<file path="src/rtl/clk_div_pkg.sv">
// Shared constants for the clock-divide controller: state encoding and divisor limits.
package clk_div_pkg;

  localparam int unsigned DEF_WIDTH = 16;
  localparam int unsigned DEF_DIV   = 20;
  localparam int unsigned MIN_DIV   = 2;

  typedef logic [1:0] state_t;

  localparam state_t ST_IDLE     = 2'd0;
  localparam state_t ST_RUN      = 2'd1;
  localparam state_t ST_STOPPING = 2'd2;

endpackage

</file>
<file path="src/rtl/div_period_cnt.sv">
// Period counter for the divided clock: position within the period, wrap flag and
// the registered high/low compare that forms the output clock.
module div_period_cnt
  import clk_div_pkg::*;
#(
  parameter int unsigned WIDTH = DEF_WIDTH
) (
  input  logic             clk_i,
  input  logic             rst_ni,
  input  logic [WIDTH-1:0] div_i,
  input  logic             count_i,
  input  logic             run_i,
  output logic             wrap_o,
  output logic             oclk_o
);

  logic [WIDTH-1:0] cnt_q, cnt_d, next_cnt;
  logic             oclk_q, oclk_d;
  logic             wrap;

  assign wrap = (cnt_q == div_i - WIDTH'(1));

  // A fresh period (start or wrap) begins at 0; leaving the run states parks everything low.
  always_comb begin
    next_cnt = '0;
    if (count_i && !wrap) begin
      next_cnt = cnt_q + WIDTH'(1);
    end
    cnt_d  = run_i ? next_cnt : '0;
    oclk_d = run_i && (next_cnt < (div_i >> 1));
  end

  always_ff @(posedge clk_i or negedge rst_ni) begin
    if (!rst_ni) begin
      cnt_q  <= '0;
      oclk_q <= 1'b0;
    end else begin
      cnt_q  <= cnt_d;
      oclk_q <= oclk_d;
    end
  end

  assign wrap_o = wrap;
  assign oclk_o = oclk_q;

endmodule

</file>
<file path="src/rtl/clk_div_ctrl.sv">
// Run/stop and ratio controller for the divided clock; new divisors are staged in a
// shadow register and only take effect on a period boundary.
module clk_div_ctrl
  import clk_div_pkg::*;
#(
  parameter int unsigned WIDTH       = DEF_WIDTH,
  parameter int unsigned DEFAULT_DIV = DEF_DIV
) (
  input  logic             I_CLK,
  input  logic             rst,
  input  logic             en,
  input  logic             cfg_valid,
  input  logic [WIDTH-1:0] cfg_div,
  output logic             cfg_ready,
  output logic             cfg_err,
  output logic             O_CLK,
  output logic             tick,
  output logic             busy
);

  state_t           state_q, state_d;
  logic [WIDTH-1:0] div_q, div_d;
  logic [WIDTH-1:0] shadow_q, shadow_d;
  logic             pend_q, pend_d;
  logic             err_q, err_d;
  logic             active, wrap, cnt_run, cfg_fire, cfg_legal;

  assign active    = (state_q != ST_IDLE);
  assign cfg_fire  = cfg_valid && !pend_q;
  assign cfg_legal = (cfg_div >= WIDTH'(MIN_DIV));

  // State register
  always_ff @(posedge I_CLK or negedge rst) begin
    if (!rst) begin
      state_q <= ST_IDLE;
    end else begin
      state_q <= state_d;
    end
  end

  // Next state: stopping always finishes the current period before going idle
  always_comb begin
    state_d = state_q;
    unique case (state_q)
      ST_IDLE:     if (en) state_d = ST_RUN;
      ST_RUN:      if (!en) state_d = ST_STOPPING;
      ST_STOPPING: begin
        if (en) begin
          state_d = ST_RUN;
        end else if (wrap) begin
          state_d = ST_IDLE;
        end
      end
      default:     state_d = ST_IDLE;
    endcase
  end

  // Outputs: divisor/shadow/handshake updates; accept and apply are mutually exclusive on pend_q
  always_comb begin
    div_d    = div_q;
    shadow_d = shadow_q;
    pend_d   = pend_q;
    err_d    = 1'b0;
    cnt_run  = (state_d != ST_IDLE);
    if (cfg_fire) begin
      if (!cfg_legal) begin
        err_d = 1'b1;
      end else if (!active) begin
        div_d = cfg_div;
      end else begin
        shadow_d = cfg_div;
        pend_d   = 1'b1;
      end
    end
    if (active && wrap && pend_q) begin
      div_d  = shadow_q;
      pend_d = 1'b0;
    end
  end

  always_ff @(posedge I_CLK or negedge rst) begin
    if (!rst) begin
      div_q    <= WIDTH'(DEFAULT_DIV);
      shadow_q <= '0;
      pend_q   <= 1'b0;
      err_q    <= 1'b0;
    end else begin
      div_q    <= div_d;
      shadow_q <= shadow_d;
      pend_q   <= pend_d;
      err_q    <= err_d;
    end
  end

  div_period_cnt #(
    .WIDTH (WIDTH)
  ) u_cnt (
    .clk_i   (I_CLK),
    .rst_ni  (rst),
    .div_i   (div_q),
    .count_i (active),
    .run_i   (cnt_run),
    .wrap_o  (wrap),
    .oclk_o  (O_CLK)
  );

  assign cfg_ready = !pend_q;
  assign cfg_err   = err_q;
  assign tick      = active && wrap;
  assign busy      = active;

endmodule

</file>
<file path="config.mk">
export PLATFORM = sky130hd
export DESIGN_NAME = clk_div_ctrl
export DESIGN_NICKNAME = d
export VERILOG_FILES = /design/src/rtl/clk_div_pkg.sv /design/src/rtl/div_period_cnt.sv /design/src/rtl/clk_div_ctrl.sv
export SDC_FILE = /design/constraint.sdc
export NUM_CORES = 1
export LEC_CHECK = 0
export ABC_AREA = 1
export CAP_MARGIN = 20
export CORE_MARGIN = 4
export CORE_UTILIZATION = 60
export CTS_CLUSTER_SIZE = 16
export DETAILED_ROUTE_END_ITERATION = 7
export PLACE_DENSITY = 0.9
export SLEW_MARGIN = 20
export SYNTH_ARGS = -nofsm -noshare
export SYNTH_HDL_FRONTEND = slang
export SYNTH_SLANG_ARGS = --single-unit
export TNS_END_PERCENT = 30
</file>
<file path="constraint.sdc">
create_clock -name I_CLK -period 4.89 [get_ports I_CLK]
set_clock_uncertainty 0.2 [all_clocks]
set_input_delay 1.2225 -clock I_CLK [delete_from_list [all_inputs] [get_ports I_CLK]]
set_output_delay 1.2225 -clock I_CLK [all_outputs]
set_load 0.01 [all_outputs]
</file>
==> impl_metrics.csv, run 1 <==
group,metric,value,unit
synth,synthesis.nets,531,
route,dr.pass1.iters,8,
synth,synth_top_area_cell,"dfrtp_1",
worst_setup_path,crit_fanout,7,
clock_tree,cts_tree,"yes",
finish,areaGrowthSynthToFinish,10.7,%
min_path,hp-class,"register to register",
clock_tree,clock_latency,310,ps
placement,placed_cells,587,
timing,rsz0062_at_grt,"false",
global_routing,grt_pass1_vias,3306,
synth,async_reset_ff_share,100,%
floorplanning,die-width,86.8,um
floorplanning,initial_core_util,62.2,%
finish,fillers,496,
finish,nets,555,
clock_tree,postCtsSetupRepairBufs,0,
route,antenna_left,0,
timing,drv_slew,0,
timing,tns,0,ps
route,drt-vias-per-instance,5.62,
worst_setup_path,arrival,3090,ps
clock_tree,cts_sinks,53,
synth,syn_area,3730,um^2
route,routedWlPerCell,14.5,um
clock_tree,clockBufferDepth,2,
route,drt_wl_total,8.60,mm
synth,yosys_warnings,0,
global_routing,grt-ovfl-total,0,
global_routing,antenna_found_initial,0,
finish,n_antenna_cell,0,
finish,drive_gt1_share,9.62,%
global_routing,grt_pass1_wl,14.9,mm
synth,synthFlopType,"dfrtp_1",
timing,finalHoldViolCount,0,
worst_setup_path,cp-start-kind,"register",
worst_setup_path,endpoint_kind,"primary output",
floorplanning,num_rows,28,
pwr,power.density,434,nW/um^2
timing,holdWs,298,ps
worst_setup_path,crit_type,"register to primary output",
placement,hpwl,6.68,mm
route,drt_drc_violations_left,0,
floorplanning,dieArea,7540,um^2
finish,fin_cells,595,
floorplanning,ioPinCount,25,
placement,port_buffers,24,
synth,synth-seq-cells,53,
clock_tree,clk_pin_slew,110,ps
clock_tree,htreeDepth,2,
timing,fin_crit_sh,92.3,%
floorplanning,core_area,5990,um^2
floorplanning,die_h,86.8,um
run,drv_cap,0,
synth,synth_commonest_cells,"nand2_1 (139), inv_1 (64), dfrtp_1 (51), nor2_1 (44), nand3_1 (27)",
synth,synth_area_leaders,"dfrtp_1 (34%), nand2_1 (14%), inv_1 (6.4%), ha_1 (5.4%), nor2_1 (4.4%)",
clock_tree,cts_resized,0,
timing,slew_headroom,36.2,%
pwr,leakage,1.92,nW
synth,yosysTopAreaCellShare,34.3,%
synth,synth_cell_types,44,
placement,routabilityCongestion,0.972,
pwr,irDropWorstVdd,0.280,mV
clock_tree,postCtsHoldBufs,0,
timing,finalSetupViolations,0,
timing,clock.fmax,222,MHz
timing,finalCriticalPeriod,4510,ps
synth,synth_seq_area_share,35.7,%
worst_setup_path,required,3470,ps
timing,worst_pin_slew,953,ps
synth,synth.most_common_cell,"nand2_1",
clock_tree,root_buffer,"clkbuf_8",
status,status,"finished clean",
synth,synth_edf_count,0,
route,vias,3341,
clock_tree,numCtsBuffers,5,
global_routing,grt_start_max_net_pins,54,
route,drtIter0Drc,188,
global_routing,grt.total_usage,24.9,%
synth,synth_cells,495,
synth,syn_avg_cell_area,7.53,um^2
## worst max-delay path, cell delays in order, from the launching register on
cell and delay (ps):
dfrtp_1 450, inv_2 160, ha_1 290, inv_1 70, nand2_1 80, nand3b_1 80, nand2_1 110, nand3_1 90
nor4b_1 340, nand4_1 220, nor3_4 290, clkdlybuf4s50_1 600
## metrics by stage
stage	instance area, um^2	util, %	power [mW]	setup slack [ps]
2_1_floorplan	3730	-	1.26	1620
3_3_place_gp	4020	67.0	1.45	840
3_5_place_dp	4020	67.0	1.47	815
4_1_cts	4130	68.9	1.79	433
5_1_grt	4130	68.9	1.94	141
6_report	4130	68.9	1.79	378
## routing by layer
layer | global-route usage [%] | wire length [um] | up-vias | share of wire [%]
li1 | - | - | 1661 | -
met1 | 33.8 | 3970 | 1560 | 46
met2 | 39.8 | 3980 | 101 | 46
met3 | 4.09 | 443 | 19 | 5.1
met4 | 9.63 | 204 | 0 | 2.4
met5 | 0 | 0 | - | 0
## layout make-up
cell class	count	area [um^2]	share of cell area (%)
multi-input cells	364	2080	50.4
flip-flops and latches	53	1330	32.2
inverters	69	264	6.40
repair buffers	26	250	6.06
well taps	75	93.8	2.27
clock buffers	6	72.6	1.76
clock inverters	2	38.8	0.940
## cell usage in the layout (no fill, tap or decap), drive strengths merged
cell             n
xnor3            1
nor2b            1
clkbuf           6
and3             2
inv             69
nand3           29
nor3            22
nor2            55
o21ai           17
a221oi           1
dfrtp           51
and2             1
xor2             9
bufinv           1
o2111a           1
nand4            7
clkinv           1
o211ai          16
a211oi           1
nand3b           8
nand2          145
buf              3
xnor2            9
dfstp            2
nor4b            1
a21oi           10
ha              16
o21a             1
clkdlybuf4s50   23
nor4            11
## kinds of logic (layout without fill, tap and decap cells)
kind of cell    count (synthesis)  count (layout)  synth area share [%]
compound gates                 47              47                  7.99
buf+inv                        78             103                  8.56
fa+ha+maj                      16              16                  5.37
flops                          53              53                  35.7
xor+xnor                       19              19                  5.04
simple gates                  282             282                  37.4
## worst paths after layout
path	from	end	slack [ps]	cells past startpoint
min	shadow_q[12]	shadow_q[12]	300	2
min reg2reg	shadow_q[12]	shadow_q[12]	300	2
max in group asynchronous	rst	div_q[9]	3230	2
min in group asynchronous	rst	u_cnt.cnt_q[4]	810	2
max reg2reg	div_q[0]	u_cnt.oclk_o	1200	20
max	div_q[0]	tick	380	11
## report_power, final
part	internal, mW	switching (mW)	total [mW]
Sequential	0.560	0.116	0.676
Combinational	0.295	0.505	0.801
Clock	0.155	0.159	0.314
## sequential cells by signal (all words and copies together), names as in the netlist
signal	cells
cfg_err	1
div_q	16
pend_q	1
shadow_q	16
state_q	2
u_cnt.cnt_q	16
u_cnt.oclk_o	1
No activity file was read; power rests on OpenSTA's default activity.
==> run 2, diff against run 1 <==
--- a/config.mk
+++ b/config.mk
@@ -8,10 +8,10 @@
 export ABC_AREA = 1
 export CAP_MARGIN = 20
 export CORE_MARGIN = 4
-export CORE_UTILIZATION = 60
+export CORE_UTILIZATION = 50
 export CTS_CLUSTER_SIZE = 16
 export DETAILED_ROUTE_END_ITERATION = 7
-export PLACE_DENSITY = 0.9
+export PLACE_DENSITY = 0.81
 export SLEW_MARGIN = 20
 export SYNTH_ARGS = -nofsm -noshare
 export SYNTH_HDL_FRONTEND = slang
==> constraint.sdc (replaced) <==
create_clock -name I_CLK -period 3.9 [get_ports I_CLK]
set_clock_uncertainty 0.2 [all_clocks]
set_input_delay 0.975 -clock I_CLK [delete_from_list [all_inputs] [get_ports I_CLK]]
set_output_delay 0.975 -clock I_CLK [all_outputs]
set_load 0.01 [all_outputs]
==> impl_metrics.csv, run 2 (synthesized netlist as in run 1, its figures left out) <==
group,metric,value,unit
global_routing,use_met2,34.8,%
worst_setup_path,crit_fanout,5,
clock_tree,root_buffer,"clkbuf_8",
placement,hpwl,6.95,mm
timing,finalWorstSetupSlack,138,ps
floorplanning,initial_core_util,51.4,%
worst_setup_path,cp-start-kind,"register",
floorplanning,ioPinCount,25,
finish,multi_input_area,2080,um^2
global_routing,use_met3,3.21,%
global_routing,grt_start_max_net_pins,35,
finish,final_common_cell,"nand2_1",
pwr,power.density,540,nW/um^2
clock_tree,clock_latency,310,ps
timing,worst_pin_slew,1030,ps
finish,postLayoutCellArea,4190,um^2
clock_tree,htreeDepth,2,
timing,rsz0062_at_grt,"false",
min_path,worstHoldPathCells,2,
worst_setup_path,crit_type,"register to primary output",
pwr,leakage,1.95,nW
timing,tns,0,ps
timing,slew_headroom,31.3,%
worst_setup_path,ff2ff_path_depth,19,
global_routing,antenna_found_initial,0,
floorplanning,die_h,94.3,um
global_routing,grt_busiest_layer,"met2",
timing,finalHoldViolCount,0,
timing,finalCriticalPeriod,3760,ps
route,drtIter0Drc,399,
placement,routabilityCongestion,0.955,
finish,n_antenna_cell,0,
route,antenna_left,0,
placement,dp_worst_setup_slack,150,ps
worst_setup_path,arrival,2590,ps
global_routing,met1_usage,29.2,%
pwr,irDropWorstVdd,0.346,mV
worst_setup_path,endpoint_kind,"primary output",
timing,fin_crit_sh,96.4,%
clock_tree,numCtsBuffers,5,
finish,reg.largest.list,"div_q (16), shadow_q (16), u_cnt.cnt_q (16)",
clock_tree,cts_sinks,53,
finish,layout_common_cells,"nand2_1 (139), inv_1 (64), dfrtp_1 (50), nor2_1 (44), nand3_1 (27)",
timing,finalSetupViolations,0,
clock_tree,cts_tree,"yes",
finish,areaGrowthSynthToFinish,12.6,%
floorplanning,num_rows,31,
finish,fillers,693,
finish,fin_util,57.8,%
route,drt_wl_total,8.87,mm
route,dr.pass1.iters,5,
finish,regArea,1330,um^2
run,drv_cap,0,
finish,fin_cells,624,
route,vias,3346,
floorplanning,dieArea,8900,um^2
placement,placed_cells,613,
placement,postPlaceCellArea,4060,um^2
route,drt_drc_violations_left,0,
clock_tree,clk_pin_slew,110,ps
worst_setup_path,required,2720,ps
status,status,"finished clean",
clock_tree,clockBufferDepth,2,
timing,clock.fmax,266,MHz
route,routedWlPerCell,14.2,um
min_path,hp-class,"register to register",
finish,nets,560,
timing,drv_slew,0,
global_routing,grt_pass1_vias,3224,
finish,drive_gt1_share,10.7,%
floorplanning,die-width,94.3,um
route,drt-vias-per-instance,5.36,
global_routing,grt.total_usage,21.2,%
pwr,total_power,2.26,mW
global_routing,grt_pass1_wl,15.0,mm
placement,port_buffers,24,
global_routing,grt-ovfl-total,0,
floorplanning,core_area,7250,um^2
timing,holdWs,295,ps
[run 2: changes by cell type in the layout (fill, tap and decap cells not counted)]
cell,change
clkdlybuf4s50_1,-1
buf_4,+5
dfrtp_1,-1
dfrtp_2,+1
dlygate4sd2_1,+1
[run 2: per-layer routing]
layer / part of all wire (%) / up-vias
met3: 7.1 / 20
met5: 0 / -
li1: - / 1664
met1: 44 / 1536
met2: 47 / 126
met4: 1.7 / 0
[run 2: power by group]
group / internal (mW) / switching [mW] / leakage, nW / total [mW]
Clock: 0.195 / 0.203 / 0.0558 / 0.398
Combinational: 0.381 / 0.639 / 1.24 / 1.02
Sequential: 0.703 / 0.142 / 0.658 / 0.845
[run 2: worst max-delay path: stages, from the launching register on]
cell	delay, ps
dfrtp_2	450
inv_2	70
ha_1	250
inv_1	60
nand2_1	70
nand3b_1	80
nand2_1	100
nand3_1	100
nor4b_1	360
nand4_1	200
nor3_4	240
dlygate4sd2_1	300
[run 2: path summary, 6_finish.rpt]
check                        startpoint             end  slack, ps
max                            div_q[0]            tick        140
min                        shadow_q[14]    shadow_q[14]        290
max reg2reg                    div_q[0]    u_cnt.oclk_o        410
min reg2reg                shadow_q[14]    shadow_q[14]        290
max in group asynchronous           rst       div_q[15]       2240
min in group asynchronous           rst  u_cnt.cnt_q[3]        520
[run 2: cell type report]
type	count	share of cell area (%)
multi-input cells	364	49.6
flip-flops and latches	53	31.7
repair buffers	31	6.83
inverters	69	6.29
well taps	99	2.95
clock buffers	6	1.73
clock inverters	2	0.925
[run 2: repair_timing]
item / in CTS / in global routing
endpoints found under the setup margin: 1 / 1
gates resized for setup: 1 / 1
pin swaps: 1 / 2
hold buffers: 0 / 0
setup buffers: 1 / 2
